File: config.mk
export PLATFORM = sky130hd
export DESIGN_NAME = vec_lsu
export DESIGN_NICKNAME = d
export VERILOG_FILES = /design/src/rtl/vec_lsu.sv
export SDC_FILE = /design/constraint.sdc
export NUM_CORES = 2
export LEC_CHECK = 0
export ABC_AREA = 1
export CORE_AREA = 2 2 243 245
export DETAILED_ROUTE_END_ITERATION = 10
export DIE_AREA = 0 0 245 247
export PLACE_DENSITY = 0.73
export SYNTH_ARGS = -nofsm -noshare
export SYNTH_HDL_FRONTEND = slang
export SYNTH_SLANG_ARGS = --single-unit
export TNS_END_PERCENT = 10
File: constraint.sdc
create_clock -name Clk1 -period 52.5 [get_ports Clk1]
set_clock_uncertainty 0.05 [all_clocks]
set_input_delay 15.75 -clock Clk1 [delete_from_list [all_inputs] [get_ports Clk1]]
set_output_delay 15.75 -clock Clk1 [all_outputs]
set_load 0.02 [all_outputs]
File: src/rtl/vec_lsu.sv
// Vector load/store engine: moves up to LANES strided elements between a 16-bit
// memory port and a packed vector image, with back-pressure and address-wrap reporting.
module vec_lsu #(
  parameter int LANES  = 16,
  parameter int ELEM_W = 16,
  parameter int ADDR_W = 16,
  localparam int LW    = $clog2(LANES) + 1
) (
  input  logic                    Clk1,
  input  logic                    Reset,
  input  logic                    req_valid,
  output logic                    req_ready,
  input  logic [1:0]              req_op,
  input  logic [ADDR_W-1:0]       req_base,
  input  logic [ADDR_W-1:0]       req_stride,
  input  logic [LW-1:0]           req_len,
  input  logic [LANES*ELEM_W-1:0] req_wdata,
  input  logic [ELEM_W-1:0]       req_sdata,
  output logic                    done,
  output logic [LANES*ELEM_W-1:0] ld_data,
  output logic                    wrap,
  output logic [ADDR_W-1:0]       Addr,
  output logic                    RD,
  output logic                    WR,
  output logic [ELEM_W-1:0]       dataOut,
  input  logic [ELEM_W-1:0]       DataIn,
  input  logic                    mem_ready
);

  typedef enum logic [2:0] {IDLE, LD_ISSUE, LD_TAIL, ST_ISSUE, DONE} state_t;

  state_t                  state;
  logic [ADDR_W-1:0]       stride_q;
  logic [LW-1:0]           len_q;
  logic [LW-1:0]           cnt;
  logic [LANES*ELEM_W-1:0] wdata_q;
  logic                    rd_pend;

  logic [ADDR_W:0]         addr_sum;
  logic [LW-1:0]           req_len_eff;
  logic [LW-1:0]           cap_idx;
  logic [LW-1:0]           nxt_idx;
  logic                    last;

  function automatic logic [ELEM_W-1:0] lane_sel(input logic [LANES*ELEM_W-1:0] v,
                                                 input logic [LW-1:0] idx);
    logic [ELEM_W-1:0] r;
    r = '0;
    for (int i = 0; i < LANES; i++)
      if (idx == LW'(i)) r = v[i*ELEM_W +: ELEM_W];
    return r;
  endfunction

  // The extra top bit of the sum is the carry that marks an address wrap.
  assign addr_sum = {1'b0, Addr} + {1'b0, stride_q};
  assign cap_idx  = cnt - LW'(1);
  assign nxt_idx  = cnt + LW'(1);
  assign last     = (cnt == len_q - LW'(1));

  always_comb begin
    req_len_eff = req_len;
    if (req_len == '0 || req_len > LW'(LANES)) req_len_eff = LW'(LANES);
  end

  always_ff @(posedge Clk1 or posedge Reset) begin
    if (Reset) begin
      state     <= IDLE;
      req_ready <= 1'b1;
      done      <= 1'b0;
      RD        <= 1'b0;
      WR        <= 1'b0;
      Addr      <= '0;
      dataOut   <= '0;
      ld_data   <= '0;
      wrap      <= 1'b0;
      stride_q  <= '0;
      len_q     <= '0;
      cnt       <= '0;
      wdata_q   <= '0;
      rd_pend   <= 1'b0;
    end else begin
      done    <= 1'b0;
      rd_pend <= RD & mem_ready;
      // Read data arrives one cycle after acceptance, for the lane just counted.
      if (rd_pend)
        for (int i = 0; i < LANES; i++)
          if (cap_idx == LW'(i)) ld_data[i*ELEM_W +: ELEM_W] <= DataIn;

      case (state)
        IDLE: begin
          if (req_valid) begin
            req_ready <= 1'b0;
            stride_q  <= req_stride;
            len_q     <= req_len_eff;
            wdata_q   <= req_wdata;
            Addr      <= req_base;
            cnt       <= '0;
            wrap      <= 1'b0;
            case (req_op)
              2'b00: begin
                ld_data <= '0;
                RD      <= 1'b1;
                state   <= LD_ISSUE;
              end
              2'b01: begin
                WR      <= 1'b1;
                dataOut <= req_wdata[ELEM_W-1:0];
                state   <= ST_ISSUE;
              end
              2'b10: begin
                len_q   <= LW'(1);
                WR      <= 1'b1;
                dataOut <= req_sdata;
                state   <= ST_ISSUE;
              end
              default: begin
                done  <= 1'b1;
                state <= DONE;
              end
            endcase
          end
        end
        LD_ISSUE: begin
          if (mem_ready) begin
            cnt <= nxt_idx;
            // The accumulator only steps toward addresses that will be used.
            if (last) begin
              RD    <= 1'b0;
              state <= LD_TAIL;
            end else begin
              Addr <= addr_sum[ADDR_W-1:0];
              wrap <= wrap | addr_sum[ADDR_W];
            end
          end
        end
        LD_TAIL: begin
          done  <= 1'b1;
          state <= DONE;
        end
        ST_ISSUE: begin
          if (mem_ready) begin
            if (last) begin
              WR    <= 1'b0;
              done  <= 1'b1;
              state <= DONE;
            end else begin
              cnt     <= nxt_idx;
              Addr    <= addr_sum[ADDR_W-1:0];
              wrap    <= wrap | addr_sum[ADDR_W];
              dataOut <= lane_sel(wdata_q, nxt_idx);
            end
          end
        end
        DONE: begin
          req_ready <= 1'b1;
          state     <= IDLE;
        end
        default: state <= IDLE;
      endcase
    end
  end

endmodule

# Word level (Yosys, flattened, before mapping)
# Cells that the tools add are included.
# word_totals
reg_bits,579
latchBits,0
ram_bits,0
rom_bits,0
inputBits,331
output_inout_bits,293
wordCells,168
n_memories,0
# classes
n_addsub,4
multipliers,0
div_mod_pow,0
n_lt_le_gt_ge,1
n_eq_ne,48
shift,0
muxes,77
n_bitwise,2
reduce_logical,22
# ops
op,n
256-bit 2-to-1 mux,4
16-bit 2-to-1 mux,38
16-bit one-hot mux with 2 select lines,3
"5-bit by 4-bit equality test with 1-bit output, second input constant",16
"5-bit by 3-bit equality test with 1-bit output, second input constant",8
5-bit 2-to-1 mux,6
5-bit AND reduction,5
"5-bit by 2-bit equality test with 1-bit output, second input constant",4
16-bit by 16-bit adder with 17-bit output,1
"2-bit != test, second input constant",8
5-bit logical NOT,3
3-bit 2-to-1 mux,5
5-bit one-hot mux with 3 select lines,1
1-bit 2-to-1 mux,13
3-bit one-hot mux with 4 select lines,1
"5-bit by 1-bit equality test with 1-bit output, second input constant",2
"5-bit by 1-bit subtractor with 5-bit output, second input constant",2
1-bit one-hot mux with 2 select lines,4
2-bit nonzero test,4
"3-bit by 2-bit equality test with 1-bit output, second input constant",2
3-bit one-hot mux with 2 select lines,1
"5-bit by 1-bit adder with 5-bit output, second input constant",1
5-bit equality test,1
"5-bit greater-than comparator, second input constant",1
other kinds (17),20

# Longest topological paths before layout
# logic_depth
depth_word,21
ltp_mapped,25
mapped_depth_nobuf,24

# Worst setup path before layout
# Ideal clock, no wire load.
# synth_timing
path_type,in2reg
from,in req_op[0]
to,reg dataOut[4]
setup_time_ps,122
t_arrival_ps,17059
t_required_ps,52328
path_slack_ps,35269
cell_stages,9
n_path_buf,2
cell_sequence,inv_1 ha_1 clkbuf_1 clkinv_1 clkbuf_1 nand2_1 nand2_1 a21oi_1 a21oi_2
# synth_via
elab_chain_cells,4
elab_cells_between_ends,7
cone_classes,eq/ne (3); mux (3); reduce/logical (1)
# synth_rtl
element,line,text
start: declaration,13,"input logic [1:0] req_op,"
2-bit equality test or 2-bit by 1-bit equality test with 1-bit output (tied branches),99,case (req_op)
16-bit one-hot mux with 2 select lines,99,
16-bit 2-to-1 mux,91,if (req_valid) begin
16-bit one-hot mux with 2 select lines,89,case (state)
end signal: assignment,107,dataOut <= req_wdata[ELEM_W-1:0];
end signal: assignment,113,dataOut <= req_sdata;
end signal: assignment,150,"dataOut <= lane_sel(wdata_q, nxt_idx);"
end: declaration,25,"output logic [ELEM_W-1:0] dataOut,"
# Parallel ways exist; a longest one is shown, timed or not. The select of a mux whose other input is x is not followed.
# A chain may end at the register's enable or synchronous reset.

==> results.toml <==
[cts]
cts_tree = "yes"
clk_path_buf_depth = 3
path_clk_slew_ns = 0.06
cts_hold_buf = 0
htree_levels = 2
cts_buffers = 60
cts_setup_buffers = 0
cts_resized = 0
cts.sinks = 579
insertion_delay_ns = 0.64
root_buffer = "clkbuf_16"

[drt]
wl_um = 92300
drt_iter0_drc = 2027
num_vias = 23500
drc = 0
first_pass_iters = 5
detail-route-antenna-nets = 0
wire_per_inst_um = 20.8
avgViaCountPerCell = 5.29

[sta]
maxSlewViolCount = 0
maxClockFrequency_mhz = 52.8
tightest_slew_ns = 1.22
post-route-period-util = 0.361
fin_tns_setup_ns = 0
max_slew_margin = 0.189
rsz0062_at_grt = "no"
hold_slack_ns = 0.430
setup_viol = 0
period_minus_slack_ns = 18.94
hold_viol_final = 0

[worst_setup_path]
required_ns = 53.06
crit_fanout = 168
critical_path_class = "input pin to asynchronous set/reset pin"
cp-end-kind = "asynchronous set/reset pin"
arrival_ns = 19.50
start_kind = "input pin"

[die]
dieHeight_um = 247
die_x_um = 245
dieArea_um2 = 60500
start_util = 0.444
rows = 89
ios = 624
coreArea_um2 = 58200

[placed_design]
dp_hpwl_um = 64400
place_inst = 4328
globalplace.congestion = 0.911
port_buffers = 623
place_area_um2 = 32500

[power]
p_per_area_nw_per_um2 = 54.0
p_leak_uw = 0.0165
ir_drop_mv = 0.0314

[synth]
synth.most_common_cell = "nand2_1"
synth_top_area_frac = 0.559
ys_types = 42
ys_seq_elements = 579
yosysWarnings = 0
synth_area_leader_cell = "dfrtp_1"
synth_cells = 3104
synth-main-ff-cell = "dfrtp_1"
yosysSeqAreaShare = 0.560
post_synth.cell_area_avg_um2 = 8.33
synth.area.top_cells = "dfrtp_1 (56%), nand2_1 (14%), a21oi_1 (8.6%)"
syn-num-nets = 3464
async_flop_share = 1.00
synth_edf_count = 0
synthesis.area_um2 = 25900
yosys-top-cells-count = "nand2_1 (951), dfrtp_1 (578), a21oi_1 (443)"

[final_layout]
nFillCells = 5102
stdcell_count = 4441
multiInputGateArea_um2 = 9700
final_util = 0.593
regArea_um2 = 14500
nNetsFinal = 3977
fin_area_um2 = 34500
drive_gt1_frac = 0.0453
area_delta_synth_final_pct = 33.6

[global_routing]
grt_antenna_before_repair = 10
grt_util_all_layers = 0.298
grt_max_degree = 252
grt-ovfl-total = 0
first_global_vias = 22500
grt_pass1_wl_um = 137000

[hold_path]
hold_class = "register to register"

[run]
cap_violations = 0

[outcome]
status = "complete, no violations"
[worst paths after layout]
kind                       cells after the start   startpoint      endpoint  slack (ns)
min reg2reg                                    2  wdata_q[72]   wdata_q[72]        0.43
min in group asynchronous                      2        Reset      Addr[11]       15.64
max                                            5        Reset  ld_data[204]       33.56
max in group Clk1                              7    req_valid  ld_data[235]       34.07
max reg2reg                                   21       cnt[0]   dataOut[10]       48.50
min                                            2  wdata_q[72]   wdata_q[72]        0.43
[cells in the final DEF, fill, tap and decap left out, drive strengths merged, types with 3 or more instances in the layout]
master         instances
o211ai                13
o21ai                424
a211oi                 4
buf                   25
clkbuf                92
a21oi                447
clkdlybuf4s50        623
ha                    28
xor2                   7
nand2                956
nor2                  81
o22ai                  4
o21bai                 3
clkinv                12
inv                  245
nand3                 82
clkinvlp               4
bufinv                 4
o221ai                 7
dfrtp                578
xnor2                  4
nand4                 11
[state kept, by name (all words and copies together) (netlist names)]
register   cells
req_ready      1
len_q          5
Addr          16
cnt            5
done           1
ld_data      256
rd_pend        1
wrap           1
wdata_q      256
dataOut       16
WR             1
state          3
stride_q      16
RD             1
[metal layers]
| layer | vias up | part of all wire | track usage |
|---|---|---|---|
| li1 | 11100 | - | - |
| met1 | 11100 | 0.41 | 0.394 |
| met2 | 1023 | 0.45 | 0.451 |
| met3 | 226 | 0.091 | 0.0804 |
| met4 | 16 | 0.055 | 0.153 |
| met5 | - | 0.0011 | 0 |
[cells by family after synthesis]
logic type	count (synthesis)	share of synthesized area
xor gates and xnor gates	11	0.00373
AOI/OAI and AO/OA	907	0.180
adders and majority gates	29	0.0143
buffers and inverters	443	0.0664
and+or+nand+nor	1135	0.175
DFF	579	0.560
[area by class of cell]
cell class,instances,area share
timing repair buffer,648,0.187
antenna,2,0.000145
clock inverter,19,0.00721
clock buffer,92,0.0507
multi-input combinational,2082,0.281
tap,773,0.0280
inverter,246,0.0272
sequential,579,0.419
[stage by stage]
| step | power, uW | worst slack, ns |
|---|---|---|
| floorplan | 1120 | 20.50 |
| global placement | 1410 | 32.70 |
| detailed placement | 1430 | 32.71 |
| CTS | 1870 | 33.40 |
| global route | 1980 | 32.94 |
| finish | 1860 | 33.56 |
[power by group]
part / leakage (uW) / total, uW / switching [uW] / internal, uW
Sequential: 0.00754 / 674 / 75.6 / 598
Combinational: 0.00796 / 755 / 484 / 271
Clock: 0.000966 / 436 / 186 / 250
[critical path, stage by stage]
cell and delay (ns):
clkdlybuf4s50_1 0.49, inv_8 0.61, buf_4 0.85, buf_12 0.69
buf_4 0.86
Power figures use the tool's default switching activity.
